$ cat src/rtl/ps2_transmitter.sv
// ps2_transmitter: host-to-device PS/2 send path.
// Lines are open-drain; an oe of 1 pulls the pin low.
module ps2_transmitter #(
  parameter int INHIBIT_CYCLES = 1200,
  parameter int TIMEOUT_CYCLES = 240000
) (
  input  logic       clk,
  input  logic       rst_n,
  input  logic [7:0] tx_data,
  input  logic       tx_valid,
  output logic       tx_ready,
  output logic       tx_busy,
  output logic       tx_done,
  output logic       tx_error,
  input  logic       ps2_clk,
  input  logic       ps2_data,
  output logic       ps2_clk_oe,
  output logic       ps2_data_oe
);

  localparam int IW = $clog2(INHIBIT_CYCLES + 1);
  localparam int TW = $clog2(TIMEOUT_CYCLES + 1);
  localparam logic [IW-1:0] ILAST = IW'(INHIBIT_CYCLES - 1);
  localparam logic [TW-1:0] TLAST = TW'(TIMEOUT_CYCLES - 1);

  typedef enum logic [2:0] {
    S_IDLE,
    S_INHIBIT,
    S_RTS,
    S_BITS,
    S_ACK,
    S_WAIT_REL
  } state_t;

  state_t        state, state_n;
  logic [7:0]    shift, shift_n;
  logic          par, par_n;
  logic [3:0]    bit_cnt, bit_cnt_n;
  logic [IW-1:0] icnt, icnt_n;
  logic [TW-1:0] tcnt, tcnt_n;
  logic          dbit, dbit_n;
  logic          done_n, error_n;
  logic          clk_s1, clk_s2, clk_last;
  logic          dat_s1, dat_s2;
  logic          fall, tmo;

  // Two-flop synchronisers; clk_last adds one more stage for edge detection.
  always_ff @(posedge clk) begin
    if (!rst_n) begin
      clk_s1   <= 1'b1;
      clk_s2   <= 1'b1;
      clk_last <= 1'b1;
      dat_s1   <= 1'b1;
      dat_s2   <= 1'b1;
    end else begin
      clk_s1   <= ps2_clk;
      clk_s2   <= clk_s1;
      clk_last <= clk_s2;
      dat_s1   <= ps2_data;
      dat_s2   <= dat_s1;
    end
  end

  assign fall = clk_last & ~clk_s2;
  assign tmo  = (tcnt == TLAST);

  always_ff @(posedge clk) begin
    if (!rst_n) begin
      state    <= S_IDLE;
      shift    <= '0;
      par      <= 1'b0;
      bit_cnt  <= '0;
      icnt     <= '0;
      tcnt     <= '0;
      dbit     <= 1'b0;
      tx_done  <= 1'b0;
      tx_error <= 1'b0;
    end else begin
      state    <= state_n;
      shift    <= shift_n;
      par      <= par_n;
      bit_cnt  <= bit_cnt_n;
      icnt     <= icnt_n;
      tcnt     <= tcnt_n;
      dbit     <= dbit_n;
      tx_done  <= done_n;
      tx_error <= error_n;
    end
  end

  always_comb begin
    state_n   = state;
    shift_n   = shift;
    par_n     = par;
    bit_cnt_n = bit_cnt;
    icnt_n    = icnt;
    tcnt_n    = tcnt;
    dbit_n    = dbit;
    done_n    = 1'b0;
    error_n   = 1'b0;
    unique case (state)
      S_IDLE: begin
        if (tx_valid) begin
          shift_n   = tx_data;
          par_n     = ~^tx_data;
          icnt_n    = '0;
          bit_cnt_n = '0;
          state_n   = S_INHIBIT;
        end
      end
      S_INHIBIT: begin
        if (icnt == ILAST) begin
          state_n = S_RTS;
        end else begin
          icnt_n = icnt + IW'(1);
        end
      end
      S_RTS: begin
        tcnt_n    = '0;
        dbit_n    = 1'b1;
        bit_cnt_n = '0;
        state_n   = S_BITS;
      end
      S_BITS: begin
        if (fall) begin
          tcnt_n = '0;
          if (bit_cnt < 4'd8) begin
            dbit_n    = ~shift[bit_cnt[2:0]];
            bit_cnt_n = bit_cnt + 4'd1;
          end else if (bit_cnt == 4'd8) begin
            dbit_n    = ~par;
            bit_cnt_n = bit_cnt + 4'd1;
          end else begin
            dbit_n    = 1'b0;
            bit_cnt_n = '0;
            state_n   = S_ACK;
          end
        end else if (tmo) begin
          error_n = 1'b1;
          state_n = S_IDLE;
        end else begin
          tcnt_n = tcnt + TW'(1);
        end
      end
      S_ACK: begin
        if (fall) begin
          tcnt_n = '0;
          if (dat_s2) begin
            error_n = 1'b1;
            state_n = S_IDLE;
          end else begin
            state_n = S_WAIT_REL;
          end
        end else if (tmo) begin
          error_n = 1'b1;
          state_n = S_IDLE;
        end else begin
          tcnt_n = tcnt + TW'(1);
        end
      end
      S_WAIT_REL: begin
        if (clk_s2 && dat_s2) begin
          done_n  = 1'b1;
          state_n = S_IDLE;
        end else if (fall) begin
          tcnt_n = '0;
        end else if (tmo) begin
          error_n = 1'b1;
          state_n = S_IDLE;
        end else begin
          tcnt_n = tcnt + TW'(1);
        end
      end
      default: state_n = S_IDLE;
    endcase
  end

  assign tx_ready    = (state == S_IDLE);
  assign tx_busy     = (state != S_IDLE);
  assign ps2_clk_oe  = (state == S_INHIBIT) || (state == S_RTS);
  assign ps2_data_oe = (state == S_RTS) || ((state == S_BITS) && dbit);

endmodule

$ cat config.mk
export PLATFORM = sky130hd
export DESIGN_NAME = ps2_transmitter
export DESIGN_NICKNAME = d
export VERILOG_FILES = /design/src/rtl/ps2_transmitter.sv
export SDC_FILE = /design/constraint.sdc
export NUM_CORES = 1
export LEC_CHECK = 0
export BUFFER_PORTS_ARGS = -buffer_cell sky130_fd_sc_hd__buf_2
export CORE_UTILIZATION = 25
export CTS_BUF_LIST = sky130_fd_sc_hd__clkbuf_4 sky130_fd_sc_hd__clkbuf_8 sky130_fd_sc_hd__clkbuf_16
export DETAILED_ROUTE_END_ITERATION = 6
export GPL_TIMING_DRIVEN = 0
export PLACE_DENSITY = 0.4
export RECOVER_POWER = 50
export SYNTH_ARGS = -nofsm -noshare
export SYNTH_HDL_FRONTEND = slang
export SYNTH_SLANG_ARGS = --single-unit
$ cat constraint.sdc
create_clock -name clk -period 1.5 [get_ports clk]
set_input_delay 0 -clock clk [delete_from_list [all_inputs] [get_ports clk]]
set_output_delay 0 -clock clk [all_outputs]
set_load 0.1 [all_outputs]
======== Word-level counts from Yosys, hierarchy flattened ========
Cells that the tools add are included.
word-level totals
  output and inout port bits .............. 6
  register bits after elaboration ......... 53
  logic and storage cells ................. 94
  bits of input ports ..................... 13
operators by class
  muxes and demuxes ....................... 36
  equality and inequality tests ........... 16
  bitwise operators ....................... 4
  $lt $le $gt $ge ......................... 2
  add/subtract/negate cells ............... 3
  reductions and logical operators ........ 19
operator list
  operator                                       number
  2-to-1 mux 18 bit                              3
  case mux 18 bit (3 select lines)               1
  2-to-1 mux 3 bit                               10
  2-to-1 mux 11 bit                              2
  case mux 11 bit (2 select lines)               1
  adder 18 x 1 -> 18 bit, second input constant  1
  == test 18 bit, second input constant          1
  case mux 3 bit (6 select lines)                1
  2-to-1 mux 4 bit                               4
  case mux 4 bit (3 select lines)                1
  adder 11 x 1 -> 11 bit, second input constant  1
  == test 11 bit, second input constant          1
  2-to-1 mux 1 bit                               10
  inequality test 2 bit, second input constant   5
  inequality test 3 bit, second input constant   3
  nonzero test 3 bit                             3
  AND reduction 2 bit                            4
  XNOR reduction 8 bit                           1
  == test 3 x 2 -> 1 bit, second input constant  2
  == test 3 bit, second input constant           2
  AND reduction 3 bit                            2
  AND reduction 5 bit                            1
  adder 4 x 1 -> 4 bit, second input constant    1
  == test 4 bit, second input constant           1
  13 further kinds                               18

======== Logic depth before layout (Yosys ltp) ========
Gate-level depths: netlist of the first run.
  depth in word-level cells ............... 6
  gate-level depth with buffers ........... 7
  gate-level depth less buffers ........... 7

======== Worst setup path after synthesis of the first run ========
Ideal clock, no wire load.
  path kind ............................... register -> register
  from .................................... register state[1]
  to ...................................... register icnt[10]
  slack ................................... -1.382 ns
  stages on the path, launching flop included .. 7
  clock period less this slack ............ 2.882 ns
  required time ........................... 1.377 ns
  setup time .............................. 0.123 ns
  arrival ................................. 2.759 ns
  buffers on the path ..................... 1
  path through ............................ dfxtp_1 > buf_6 > or3_1 > inv_1 > nand2_1 > nand2_1 > nor2_1
on the way
  cells in the longest elaborated chain, start to end .. 3
  elaborated cells between the ends (all ways) .. 7
  those cells by class .................... eq/ne (3); mux (1); reduce/logical (3)
RTL lines
  item                                                                          line  text
  from (decl)                                                                   35    state_t state, state_n;
  from (signal assigned)                                                        79    state <= state_n;
  zero test 3 bit (*)                                                           n/a
  net tx_ready                                                                  11    output logic tx_ready,
  inequality test 2 bit (no line) / nonzero test 2 bit (equally long branches)  n/a
  AND reduction 3 bit (no line)                                                 n/a
  to (signal assigned)                                                          83    icnt <= icnt_n;
  to (decl)                                                                     39    logic [IW-1:0] icnt, icnt_n;
Mark *: on every way through the listed nets, which the timed path passes. The rest lies on a longest branch.
A chain may end at the register's enable or synchronous reset.

======== Worst setup path in the final report of the first run ========
  from .................................... register tcnt[17]
  to ...................................... register tcnt[5]
on the way
  cells in the longest elaborated chain, start to end .. 5
RTL lines
  item                                  line  text
  from (decl)                           40    logic [TW-1:0] tcnt, tcnt_n;
  from (signal assigned)                84    tcnt <= tcnt_n;
  == test 18 bit (*)                    65    assign tmo = (tcnt == TLAST);
  2-to-1 mux 18 bit (*) (2 in a row)    n/a
  2-to-1 mux 18 bit                     n/a
  case mux 18 bit (3 select lines) (*)  n/a
Mark *: on every way between the ends. The rest lies on a longest branch, timed or not. The select of a mux whose other input is x is not followed.

==> results.yml, run 1 <==
status:
  status: "complete, but fails checks"
  violations: "negative setup slack"
place:
  io_buffers: 18
  postPlaceCellArea_um2: 3140
  pre_cts_slack_ns: -0.387
  hpwl_um: 5030
  gp_congestion: 0.750
route:
  antenna_left: 0
  drt_iter0_markers: 97
  drc: 0
  drt-vias-per-instance: 4.81
  wire_per_inst_um: 14.2
  routed-via-count: 2610
  first_pass_iters: 4
  routed_wl_um: 7700
hold_path:
  hold_path_startpoint: "tx_valid"
  hp-class: "in -> reg"
  hold_depth: 4
  whs_endpoint: "shift[6]$_SDFFE_PN0P_"
critical_path:
  rr_worst_depth: 5
  worst_ep_required_time_ns: 1.73
  path_max_fanout: 6
  cp-end-kind: "register"
  timing.rr.end: "tcnt[5]$_SDFFE_PN0P_"
  r2r_start: "tcnt[17]$_SDFFE_PN0P_"
  rrSetupSlack_ns: -0.14
  critPathLaunchType: "register"
  arrival_ns: 1.88
  crit_type: "reg -> reg"
grt:
  grt_max_degree: 16
  grt_pass1_vias: 2548
  track_usage_pct: 14.0
  grt_pass1_wl_um: 12700
  gr-total-overflow: 0
  antenna_found_initial: 0
synthesis:
  synth.distinct_cells: 55
  syn_area_um2: 2800
  yosysSeqAreaShare_pct: 37.9
  synth_async_sr_flop_share_pct: 0
  yosys.area.top_type_share_pct: 37.9
  syn_inst: 338
  synth.area.top_cells: "dfxtp_1 38%, nand2_1 6.6%, xnor2_1 5.0%, a21oi_1 4.1%, nor2_1 4.0%"
  syn_nets: 355
  synth.avg_cell_area_um2: 8.28
  synth_enable_flop_cells: 0
  synth_ff_type: "dfxtp_1"
  synth.largest_area_cell: "dfxtp_1"
  ys_ff_latch: 53
  yosysWarningCount: 0
power_and_ir_drop:
  swShare_pct: 39.5
  power_density_nw_per_um2: 1280
  pwr-share-seq_pct: 30.8
  p_switching_mw: 2.06
  leakagePower_nw: 1.44
  irDropWorstVdd_mv: 1.42
  clkPwrFrac_pct: 20.2
  combinationalPowerShare_pct: 49.0
  intPower_mw: 3.16
floorplanning:
  die_x_um: 108
  floorplan.io_pins: 19
  die_y_um: 108
  coreArea_um2: 10900
  die_area_um2: 11600
  start_util_pct: 25.7
  rows: 38
layout:
  diodes: 0
  drive_gt1_share_pct: 39.0
  nets: 419
  layout_common_cells: "42 x nand2_1, 28 x nor2_1, 23 x dfxtp_1"
  synthToLayoutAreaGrowth_pct: 45.4
  mostFrequentLayoutCell: "nand2_1"
  design_area_um2: 4070
clock_tree:
  insertion_delay_ns: 0.32
  cts_tree: "built"
  clock-root-buffer: "clkbuf_8"
  cts_buffer_depth: 2
  path_clk_slew_ns: 0.10
  cts.htree.levels: 2
  cts_made_buffers: 5
  cts_sinks: 53
timing:
  slew_violations: 0
  tightest_slew_ns: 0.603
  fmax_mhz: 609
  fin_skew_ns: 0.0104
  maxSlewHeadroom_pct: 59.8
  rsz0062_at_grt: "true"
  fin_ws_ns: -0.141
  hold_viol_final: 0
  period_share_pct: 109
  min_period_ns: 1.64
  setup_viol: 29
job:
  drv_cap: 0
[worst max-delay path, stage by stage (launching register included)]
cell and delay [ns]:
dfxtp_1 0.33, and4b_1 0.23, and3_4 0.19, and2_4 0.18
or4_1 0.49, a31oi_1 0.13
[Yosys cell counts, drive strengths merged (3+ instances only)]
cell and number:
a211oi 4, a21oi 24, a31oi 8, and2 3, and3 5, and4 3
buf 8, clkbuf 7, dfxtp 53, ha 4, inv 8, nand2 50
nand2b 10, nand3 17, nand4 5, nor2 30, nor3 7, o211ai 7
o21ai 16, o22ai 3, or4 6, xnor2 16, xor2 11
[metrics by stage]
stage          TNS, ns  cells  hold WS [ns]  util [%]  power (mW)
3_3_place_gp    -11.20    496         0.186      28.9        3.40
5_1_grt          -6.05    543         0.159      37.4        5.49
6_report         -2.40    543         0.138      37.4        5.22
2_1_floorplan    -7.22    338        0.0730         -        3.04
4_1_cts          -3.25    537         0.121      35.3        5.15
3_5_place_dp    -10.02    496         0.191      28.9        3.39
[worst max-delay path by stage]
stage                           from               endpoint
5_1_grt        state[0]$_SDFFE_PN0P_  icnt[10]$_SDFFE_PN0P_
3_3_place_gp       clk_s2$_SDFF_PN1_   tcnt[8]$_SDFFE_PN0P_
6_report       tcnt[17]$_SDFFE_PN0P_   tcnt[5]$_SDFFE_PN0P_
4_1_cts        state[2]$_SDFFE_PN0P_   tcnt[4]$_SDFFE_PN0P_
3_5_place_dp       clk_s2$_SDFF_PN1_  tcnt[12]$_SDFFE_PN0P_
2_1_floorplan  state[1]$_SDFFE_PN0P_  icnt[10]$_SDFFE_PN0P_
[logic make-up (layout without fill, tap and decap cells)]
kind of cell	Yosys count	count (layout)	share of synthesized area, %
compound gates	75	75	16.9
xor+xnor	27	27	8.45
fa+ha+maj	4	4	1.79
buf+inv	23	88	3.98
flops	53	53	37.9
mux	4	4	2.33
simple gates	152	152	28.6
[routing by layer]
layer / routed length, um / track usage, %
met5: 0 / 0
met4: 91 / 3.52
met3: 227 / 2.78
met2: 3700 / 23.7
met1: 3690 / 17.9
[registers in the layout (all words and copies together), names as in the netlist]
name      count
shift         8
clk_last      1
par           1
dat_s2        1
dbit          1
dat_s1        1
clk_s1        1
state         3
tcnt         18
bit_cnt       4
tx_error      1
tx_done       1
icnt         11
clk_s2        1
[power by group through the flow]
stage | Combinational, mW | Clock [mW] | Sequential, mW
after detailed placement | 1.76 | 0 | 1.63
after global routing | 2.72 | 1.15 | 1.63
final | 2.56 | 1.06 | 1.61
after CTS | 2.44 | 1.10 | 1.61
after global placement | 1.76 | 0 | 1.64
after floorplan | 1.43 | 0 | 1.61
[layout make-up]
class                           instances  area [um2]
Fill cell                            1111        6820
Multi-Input combinational cell        262        1990
Sequential cell                        53        1120
Timing Repair Buffer                   58         509
Tap cell                              140         175
Buffer                                 14         125
Clock buffer                            7        90.1
Inverter                                8        33.8
Clock inverter                          1        30.0
[what timing repair did]
action,4_1_cts,5_1_grt
setup buffers,17,8
pin swaps,10,26
setup endpoints to repair,51,50
endpoints found under the hold margin,13,0
hold buffers,13,0
resized for setup,87,56
gates cloned,3,0
Power figures use the tool's default switching activity.
==> inputs of run 2 (changes only) <==
==> constraint.sdc (replaced) <==
create_clock -name clk -period 1.3 [get_ports clk]
set_input_delay 0 -clock clk [delete_from_list [all_inputs] [get_ports clk]]
set_output_delay 0 -clock clk [all_outputs]
set_load 0.1 [all_outputs]
==> results.yml, run 2 (synthesis gave the netlist of run 1 again) <==
layout:
  drive_gt1_share_pct: 42.9
  synthToLayoutAreaGrowth_pct: 54.2
  diodes: 0
  fillers: 1101
  nets: 430
  layout_common_cells: "32 x nand2_1, 28 x nor2_1, 27 x dfxtp_1"
  top_regs: "tcnt x18, icnt x11, shift x8"
  mostFrequentLayoutCell: "nand2_1"
  largest_reg_flops: 18
  top_register: "tcnt"
clock_tree:
  cts_buffer_depth: 2
  cts_made_buffers: 5
  cts_sinks: 53
  cts.htree.levels: 2
  path_clk_slew_ns: 0.10
  clock-root-buffer: "clkbuf_8"
  cts_tree: "built"
  insertion_delay_ns: 0.31
power_and_ir_drop:
  power_density_nw_per_um2: 1410
  swShare_pct: 40.9
  irDropWorstVdd_mv: 1.75
  clkPwrFrac_pct: 15.4
  leakagePower_nw: 1.59
  p_switching_mw: 2.48
  power_mw: 6.08
  combinationalPowerShare_pct: 54.0
  intPower_mw: 3.60
  pwr-share-seq_pct: 30.6
floorplanning:
  coreArea_um2: 10900
  rows: 38
  start_util_pct: 25.7
  floorplan.io_pins: 19
  die_y_um: 108
  die_area_um2: 11600
  die_x_um: 108
critical_path:
  worst_ep_required_time_ns: 1.46
  critPathLaunchType: "register"
  path_max_fanout: 8
  r2r_start: "state[0]$_SDFFE_PN0P_"
  crit_type: "reg -> reg"
  arrival_ns: 1.82
  cp-end-kind: "register"
  crit_start: "state[0]$_SDFFE_PN0P_"
route:
  routed-via-count: 2654
  routed_wl_um: 8230
  drc: 0
  wire_per_inst_um: 14.9
  drt_iter0_markers: 125
  first_pass_iters: 4
  drt-vias-per-instance: 4.80
  antenna_left: 0
grt:
  track_usage_pct: 15.0
  antenna_found_initial: 0
  grt_pass1_wl_um: 13500
  grt_max_degree: 16
  grt_pass1_vias: 2661
  gr-total-overflow: 0
timing:
  fin_ws_ns: -0.360
  tightest_slew_ns: 0.725
  setup_viol: 51
  maxSlewHeadroom_pct: 51.6
  fmax_mhz: 602
  fin_skew_ns: 0.00795
  min_period_ns: 1.66
  slew_violations: 0
  period_share_pct: 128
  rsz0062_at_grt: "true"
  hold_viol_final: 0
hold_path:
  hp-class: "in -> reg"
  hold_path_startpoint: "rst_n"
status:
  violations: "negative setup slack"
  status: "complete, but fails checks"
place:
  gp_congestion: 0.794
  hpwl_um: 5330
  pre_cts_slack_ns: -0.639
  io_buffers: 18
job:
  drv_cap: 0
-- run 2: final timing paths --
check | endpoint | slack [ns] | depth (start not counted)
worst min register to register | clk_s2$_SDFF_PN1_ | 0.43 | 1
worst max-delay path | state[1]$_SDFFE_PN0P_ | -0.36 | 7
worst min-delay path | tcnt[0]$_SDFFE_PN0P_ | 0.01 | 3
worst max register to register | state[1]$_SDFFE_PN0P_ | -0.36 | 7
-- run 2: power by group through the flow --
stage	Clock, mW	Sequential [mW]	Combinational, mW
after floorplan	0	1.87	1.72
after global placement	0	1.90	2.12
after detailed placement	0	1.90	2.12
after CTS	0.994	1.86	3.14
after global routing	1.06	1.88	3.49
final	0.936	1.86	3.28
-- run 2: final cells by class --
| cell class | instances | area, um2 | area share, % |
|---|---|---|---|
| Timing Repair Buffer | 69 | 647 | 15.0 |
| Clock buffer | 6 | 76.3 | 1.77 |
| Inverter | 8 | 33.8 | 0.783 |
| Tap cell | 140 | 175 | 4.06 |
| Sequential cell | 53 | 1120 | 25.9 |
| Clock inverter | 1 | 5.00 | 0.116 |
| Buffer | 14 | 148 | 3.42 |
| Multi-Input combinational cell | 262 | 2110 | 48.9 |
-- run 2: worst max-delay path, stage by stage, from the launching register on --
cell	delay (ns)
dfxtp_2	0.34
buf_8	0.12
or3b_4	0.39
a31oi_4	0.23
buf_6	0.18
a211oi_4	0.04
o211ai_1	0.11
a21oi_1	0.10
-- run 2: what timing repair did --
item	4_1_cts	5_1_grt
endpoints found under the hold margin	13	0
gates resized for setup	110	37
setup endpoints to repair	51	51
cloned	3	0
pin swaps	33	18
setup buffers	29	4
hold buffers	15	0
-- run 2: per-stage QoR --
step | TNS (ns) | hold slack, ns | util (%) | instances | instance area, um2
finish | -11.19 | 0.0127 | 39.6 | 553 | 4310
global route | -14.99 | 0.0215 | 39.6 | 553 | 4310
CTS | -11.72 | 0.00178 | 38.0 | 549 | 4140
detailed placement | -17.37 | 0.197 | 29.6 | 496 | 3230
global placement | -17.99 | 0.191 | 29.6 | 496 | 3230
floorplan | -14.21 | 0.0730 | - | 338 | 2960
-- run 2: layer usage --
layer	wire length (um)	GRT usage, %	vias up
li1	-	-	1351
met1	3850	18.5	1268
met5	0	0	-
met2	4170	26.7	30
met4	44	3.52	0
met3	163	2.72	5
